===== src/rtl/rlbp_code_collector.sv =====
// Assembles the serial rLBP comparator bitstream into tagged codes and buffers
// them in a first-word-fall-through FIFO drained by firmware, with sticky error flags and an interrupt.
module rlbp_code_collector #(
    parameter int CODE_BITS = 12,
    parameter int TAG_BITS  = 4,
    parameter int DEPTH     = 8,
    parameter int IRQ_THR   = 4
) (
    input  logic                          wb_clk_i,
    input  logic                          wb_rst_n,
    input  logic                          start_i,
    input  logic                          bit_i,
    input  logic                          bit_vld_i,
    input  logic                          done_i,
    input  logic                          rd_en_i,
    input  logic                          clr_flags_i,
    output logic                          rd_valid_o,
    output logic [TAG_BITS+CODE_BITS-1:0] rd_data_o,
    output logic [$clog2(DEPTH):0]        level_o,
    output logic                          busy_o,
    output logic                          err_len_o,
    output logic                          ovf_o,
    output logic                          irq_o
);

    localparam int PW = $clog2(DEPTH);
    localparam int LW = PW + 1;
    localparam int CW = $clog2(CODE_BITS + 2);
    localparam int DW = TAG_BITS + CODE_BITS;

    // Handshake: a FIFO entry transfers at the rising edge where rd_en_i && rd_valid_o.
    typedef enum logic {IDLE, SHIFT} state_t;

    state_t                state;
    logic [CODE_BITS-1:0]  sr;
    logic [CW-1:0]         cnt;
    logic [TAG_BITS-1:0]   tag;
    logic [DW-1:0]         mem [DEPTH];
    logic [PW-1:0]         wr_ptr;
    logic [PW-1:0]         rd_ptr;
    logic [LW-1:0]         level;
    logic                  err_len;
    logic                  ovf;
    logic                  irq;

    logic                  in_shift;
    logic [CW-1:0]         cnt_final;
    logic [CODE_BITS-1:0]  sr_final;
    logic                  frame_end;
    logic                  good;
    logic                  full;
    logic                  pop;
    logic                  push;
    logic                  drop;
    logic                  err_set;

    always_comb begin
        in_shift  = (state == SHIFT);
        cnt_final = cnt;
        sr_final  = sr;
        // A bit arriving together with done_i is part of the frame.
        if (bit_vld_i) begin
            sr_final = {sr[CODE_BITS-2:0], bit_i};
            if (cnt != CW'(CODE_BITS + 1))
                cnt_final = cnt + 1'b1;
        end
        frame_end = in_shift && done_i;
        good      = frame_end && (cnt_final == CW'(CODE_BITS));
        full      = (level == LW'(DEPTH));
        pop       = rd_en_i && (level != '0);
        push      = good && (!full || pop);
        drop      = good && full && !pop;
        err_set   = (frame_end && !good) || (in_shift && start_i && !done_i);
    end

    always_ff @(posedge wb_clk_i) begin
        if (!wb_rst_n) begin
            state   <= IDLE;
            sr      <= '0;
            cnt     <= '0;
            tag     <= '0;
            wr_ptr  <= '0;
            rd_ptr  <= '0;
            level   <= '0;
            err_len <= 1'b0;
            ovf     <= 1'b0;
            irq     <= 1'b0;
        end else begin
            case (state)
                IDLE: begin
                    if (start_i) begin
                        state <= SHIFT;
                        sr    <= '0;
                        cnt   <= '0;
                    end
                end
                SHIFT: begin
                    if (start_i) begin
                        sr  <= '0;
                        cnt <= '0;
                    end else if (done_i) begin
                        state <= IDLE;
                    end else begin
                        sr  <= sr_final;
                        cnt <= cnt_final;
                    end
                end
                default: state <= IDLE;
            endcase

            // Every frame end consumes a tag so dropped frames leave gaps.
            if (frame_end)
                tag <= tag + 1'b1;
            if (push)
                wr_ptr <= wr_ptr + 1'b1;
            if (pop)
                rd_ptr <= rd_ptr + 1'b1;

            case ({push, pop})
                2'b10:   level <= level + 1'b1;
                2'b01:   level <= level - 1'b1;
                default: level <= level;
            endcase

            err_len <= err_set | (err_len & ~clr_flags_i);
            ovf     <= drop    | (ovf & ~clr_flags_i);
            irq     <= (level >= LW'(IRQ_THR)) | err_len | ovf;
        end
    end

    always_ff @(posedge wb_clk_i) begin
        if (wb_rst_n && push)
            mem[wr_ptr] <= {tag, sr_final};
    end

    assign rd_valid_o = (level != '0);
    assign rd_data_o  = rd_valid_o ? mem[rd_ptr] : '0;
    assign level_o    = level;
    assign busy_o     = in_shift;
    assign err_len_o  = err_len;
    assign ovf_o      = ovf;
    assign irq_o      = irq;

endmodule


===== config.mk =====
export PLATFORM = sky130hd
export DESIGN_NAME = rlbp_code_collector
export DESIGN_NICKNAME = d
export VERILOG_FILES = /design/src/rtl/rlbp_code_collector.sv
export SDC_FILE = /design/constraint.sdc
export NUM_CORES = 1
export LEC_CHECK = 0
export ABC_AREA = 1
export CAP_MARGIN = 5
export CORE_UTILIZATION = 35
export CTS_BUF_LIST = sky130_fd_sc_hd__clkbuf_4 sky130_fd_sc_hd__clkbuf_8
export CTS_CLUSTER_SIZE = 14
export DETAILED_ROUTE_END_ITERATION = 10
export GPL_TIMING_DRIVEN = 0
export PLACE_DENSITY = 0.55
export SLEW_MARGIN = 20
export SYNTH_ARGS = -nofsm -noshare
export SYNTH_HDL_FRONTEND = slang
export SYNTH_SLANG_ARGS = --single-unit

===== constraint.sdc =====
create_clock -name wb_clk_i -period 2.85 [get_ports wb_clk_i]
set_input_delay 0.57 -clock wb_clk_i [delete_from_list [all_inputs] [get_ports wb_clk_i]]
set_output_delay 0.57 -clock wb_clk_i [all_outputs]
set_load 0.1 [all_outputs]

Yosys cells after proc, flatten, opt, wreduce, memory -nomap -nowiden
Memory sizes are Yosys's and may differ from the RTL's. A register that Yosys moved wholly into a read port is not among the register bits.
Cells that the tools add are included.
- register bits: 34
- latch bits: 0
- memory bits (writable): 128
- bits in read-only memories: 0
- input bits: 8
- output and inout bits: 25
- word-level logic and storage cells: 73
- memories kept: 1
- add/sub/neg operators: 6
- multipliers: 0
- div/mod/pow operators: 0
- magnitude comparators: 1
- equal/unequal tests: 7
- shift operators: 0
- muxes and demuxes: 21
- bitwise gates (word level): 8
- reductions and logical operators: 19
- memory list (name ; depth ; bits a word ; read ports ; clocked after memory_dff ; write ports ; line ; text):
    mem ; 8 ; 16 ; 1 ; 1 ; 1 ; 38 ; logic [DW-1:0] mem [DEPTH];
- operators with widths (kind ; number):
    2-to-1 mux 12 bit ; 4
    case mux 12 bit (2 select lines) ; 1
    2-to-1 mux 4 bit ; 5
    2-to-1 mux 16 bit ; 1
    case mux 4 bit (2 select lines) ; 2
    adder 4 x 1 -> 4 bit, second input constant ; 3
    logical AND 1 bit ; 10
    equality test 4 bit, second input constant ; 2
    adder 3 x 1 -> 3 bit, second input constant ; 2
    2-to-1 mux 3 bit ; 2
    2-to-1 mux 1 bit ; 5
    greater-or-equal comparator 4 x 3 -> 1 bit, second input constant ; 1
    zero test 1 bit ; 4
    != test 4 bit, second input constant ; 1
    bitwise OR 1 bit ; 4
    nonzero test 4 bit ; 1
    subtractor 4 x 1 -> 4 bit, second input constant ; 1
    != test 3 bit, second input constant ; 1
    AND 1 bit ; 2
    equality test 2 x 1 -> 1 bit, second input constant ; 1
    equality test 2 bit, second input constant ; 1
    logical OR 1 bit ; 2
    != test 2 bit, second input constant ; 1
    NOT 1 bit ; 2
    other kinds (3) ; 3

Depth between registers and ports, before layout
- depth in word-level cells: 9
- depth in mapped cells: 21
- depth with buffers taken out: 21

Worst setup path after synthesis
No wires, ideal clock.
- path type: register to output
- start: register level[0] (netlist: level_o[0])
- end: output port rd_data_o[10]
- data arrival time: 4124 ps
- data required time: 2280 ps
- setup slack: -1844 ps
- cell stages (with the launch flop): 6
- buffers on the path: 1
- cell sequence: dfxtp_1 nor2_1 nand2_1 clkbuf_1 o21ai_0 a31oi_1
- cells in the longest elaborated chain, start to end: 2
- ends and longest elaborated chain (element ; line ; text):
    start: declaration ; 41 ; logic [LW-1:0] level;
    start signal: assignment ; 120 ; 2'b10: level <= level + 1'b1;
    start signal: assignment ; 121 ; 2'b01: level <= level - 1'b1;
    start signal: assignment ; 122 ; default: level <= level;
    nonzero test 4 bit ; 136 ; assign rd_valid_o = (level != '0);
    via rd_valid_o ; 17 ; output logic rd_valid_o,
    2-to-1 mux 16 bit ; 137 ; assign rd_data_o = rd_valid_o ? mem[rd_ptr] : '0;
    end: declaration ; 18 ; output logic [TAG_BITS+CODE_BITS-1:0] rd_data_o,
The timed path passes the listed nets, and every way through them passes these cells.

==> results.ini <==
[final_layout]
num-nets-final = 715
drive_gt1_share_pct = 18.26
fin_area_sq_um = 8277
fillers = 1774
area_growth_syn_to_layout_pct = 21.85
num_antenna_cells = 0

[critical_path]
critPathCaptureType = primary output
startpoint_type = flop
crit_family = buffers and inverters
critPathMaxFanout = 10
critPathArrivalTime_ns = 2.15
path_buf_inv = 4
r2r_start = cnt[1]$_SDFFE_PN0P_
cp_slowest_stage_delay_ns = 0.34
cpMaxStageDelayCell = dfxtp_1
path_cells = clkbuf_4, inv_4, buf_2, o21ai_0, a31oi_2, buf_6
r2r_cells = 15
path_class = reg -> out
r2r-end = mem[3][9]$_DFFE_PP_
crit_required_ns = 2.28
reg2reg_slack_ns = 0.18

[floorplan]
start_util_pct = 35.95
io_pins = 33
dieArea_sq_um = 19970
rows = 50
die_y_um = 141.3
core_area_sq_um = 18890
dieWidth_um = 141.3

[synth]
avgSynthCellArea_sq_um = 10.61
ys_types = 30
synth_cells = 640
syn_nets = 656
synth-seq-area-share_pct = 67.49
ys_seq_elements = 165
netlist_area_sq_um = 6793
yosysWarnings = 0

[run_status]
status = complete, no violations

[drt]
drt_iter0_drc = 368
ant_nets = 0
drt-pass1-iter-count = 5
wl_per_cell_um = 17.40
drc = 0
via_per_inst = 4.964
wl_um = 16920
vias = 4825

[sta]
setup_viol = 0
timing.hold.ws_ns = 0.4628
clock.fmax_mhz = 367.7
max_slew_margin_pct = 23.25
period_share_pct = 95.43
rsz0062_at_grt = true
maxSlewViolCount = 0
worst_pin_slew_ns = 1.139
skew_ns = 0.007968
final_hold_viol_count = 0
fin_crit_ns = 2.720

[pwr]
ir_drop_mv = 0.2379
combPwrFrac_pct = 2.0
p_int_uw = 3481
power_frac_seq_pct = 59.0
swShare_pct = 20.15
power_frac_clock_pct = 39.1
powerDensity_nw_per_um2 = 526.7
p_leak_uw = 0.002768
power.switching_uw = 878.4

[placed_design]
numPortBuffers = 32
dpl_cell_area_sq_um = 7761
gp_congestion = 0.8602
place_hpwl_um = 11810

[hold_path]
hold_path_startpoint = sr[11]$_SDFFE_PN0P_
whs_endpoint = sr[11]$_SDFFE_PN0P_
min_path_cells = 2
hold_path.class = reg -> reg

[clock_tree]
clkLatencyLatePin_ns = 0.46
tritoncts = done
cts.sinks = 165
cts_hold_buf = 0
path_clk_slew_ns = 0.08
cts_inserted_buffers = 17
cts_setup_buffers = 0
htreeDepth = 4
cts-root-buf = clkbuf_8
clk_path_buf_depth = 2

[grt]
grt_pass1_wl_um = 26080
grt_pass1_vias = 4706
grt_usage_pct = 17.85
overflow = 0
antenna_found_initial = 0
grt_max_degree = 17

[job]
drv_cap = 0

-- placed cells by master, fill, tap and decap left out, types with 5 or more instances in the layout --
cell type / n
o22ai_1: 16
buf_4: 6
buf_6: 13
clkbuf_2: 7
buf_8: 8
a31oi_2: 8
clkdlybuf4s50_1: 15
edfxtp_1: 128
nand2_1: 86
nand2_2: 5
inv_1: 27
ha_1: 6
dfxtp_1: 30
o21ai_0: 74
inv_2: 5
clkbuf_1: 7
nor2_2: 9
o21ai_1: 23
a21oi_1: 31
dfxtp_2: 7
clkbuf_4: 11
nand3_1: 14
a31oi_4: 9
nor2_1: 113
clkbuf_8: 17
-- Yosys cell counts --
library cell	n	area, sq um
xor2_1	1	8.760
clkbuf_1	22	82.58
buf_4	1	7.510
o22ai_1	16	100.1
dfxtp_1	37	740.7
fa_1	1	20.02
o21ai_1	8	40.04
and3_1	1	6.260
o21ai_0	91	455.4
nor3_1	1	5.000
nor2_1	121	454.2
edfxtp_1	128	3844
inv_1	27	101.4
nand2_4	2	22.52
o21a_1	1	7.510
nor2_2	2	12.51
inv_2	6	22.52
nand3_2	1	10.01
nand3_1	14	70.07
nand2_2	4	25.02
a31oi_1	18	112.6
buf_2	2	10.01
ha_1	7	87.58
nand2_1	87	326.6
buf_1	6	22.52
a21oi_1	31	155.2
nand4_1	1	6.260
or2_1	1	6.260
nand3_4	1	17.52
nand4_2	1	12.51
-- worst reg2reg max path, stage by stage, from the launching register on --
cell,delay [ns]
dfxtp_2,0.34
inv_1,0.09
ha_2,0.21
nand3_2,0.13
nand2_2,0.11
nand2_2,0.06
nand2_1,0.09
nand2_1,0.07
inv_2,0.06
nand3_4,0.09
inv_2,0.11
nand2_2,0.07
nor2_1,0.12
inv_2,0.08
nor2_2,0.50
buf_8,0.23
-- timing repair --
action / CTS / global route
pin swaps: 0 / 1
gates resized for setup: 131 / 44
endpoints found under the hold margin: 0 / 0
setup endpoints to repair: 17 / 77
-- how the worst max path moves through the flow --
stage,endpoint,slack [ns],depth (start not counted)
after CTS,rd_data_o[13],0.003,8
final,rd_data_o[4],0.13,6
after detailed placement,rd_data_o[12],-0.68,7
after global placement,mem[3][6]$_DFFE_PP_,-1.03,12
after global routing,mem[0][8]$_DFFE_PP_,-0.01,13
after floorplan,rd_data_o[10],0.08,5
-- metal layers --
layer | vias to the layer above | wire length (um) | global-route usage (%) | share of wire, %
li1 | 2367 | - | - | -
met1 | 2329 | 7670 | 22.46 | 45
met2 | 99 | 8340 | 29.96 | 49
met3 | 30 | 488 | 3.679 | 2.9
met4 | 0 | 416 | 7.380 | 2.5
met5 | - | 0 | 0 | 0
-- area by class of cell --
class	instances	area, sq um	share of cell area (%)
clock buffer	21	264.0	3.190
inverter	33	126.4	1.527
timing repair buffer	40	464.2	5.608
multi-input combinational	411	2185	26.39
buffer	31	185.2	2.237
clock inverter	11	133.9	1.618
tap	260	325.3	3.930
sequential	165	4593	55.50
-- state kept, by name, indices dropped and copies added (netlist names), named ones only --
register,cells
sr,12
busy_o,1
tag,4
cnt,4
wr_ptr,3
level_o,4
mem,128
rd_ptr,3
irq_o,1
err_len_o,1
ovf_o,1
-- power groups by stage --
stage               clock, uW  sequential, uW  combinational, uW
floorplan                   0            2640               37.1
global placement            0            2630               83.4
detailed placement          0            2630               84.9
CTS                      1730            2570               85.6
global route             1820            2570               93.2
finish                   1700            2570               85.0
-- per-stage QoR --
stage	power [uW]	utilization [%]	TNS (ns)	instances	worst slack [ns]
after floorplan	2678	-	0	640	0.07729
after CTS	4386	43.31	0	972	0.003114
final	4359	43.81	0	972	0.1302
after detailed placement	2711	41.08	-34.64	940	-0.6813
after global placement	2709	40.37	-126.15	932	-1.032
after global routing	4483	43.81	-0.04854	972	-0.01020
-- logic make-up (layout without fill, tap and decap cells) --
logic type                 count (synthesis)  count (layout)  synth area share, %
buffers and inverters                     64             136                3.629
adders and majority gates                  8               8                1.584
xor gates and xnor gates                   1               1               0.1290
DFF                                      165             165                67.49
AOI/OAI and AO/OA                        165             165                12.82
and+or+nand+nor                          237             237                14.35
Power figures use the tool's default switching activity.
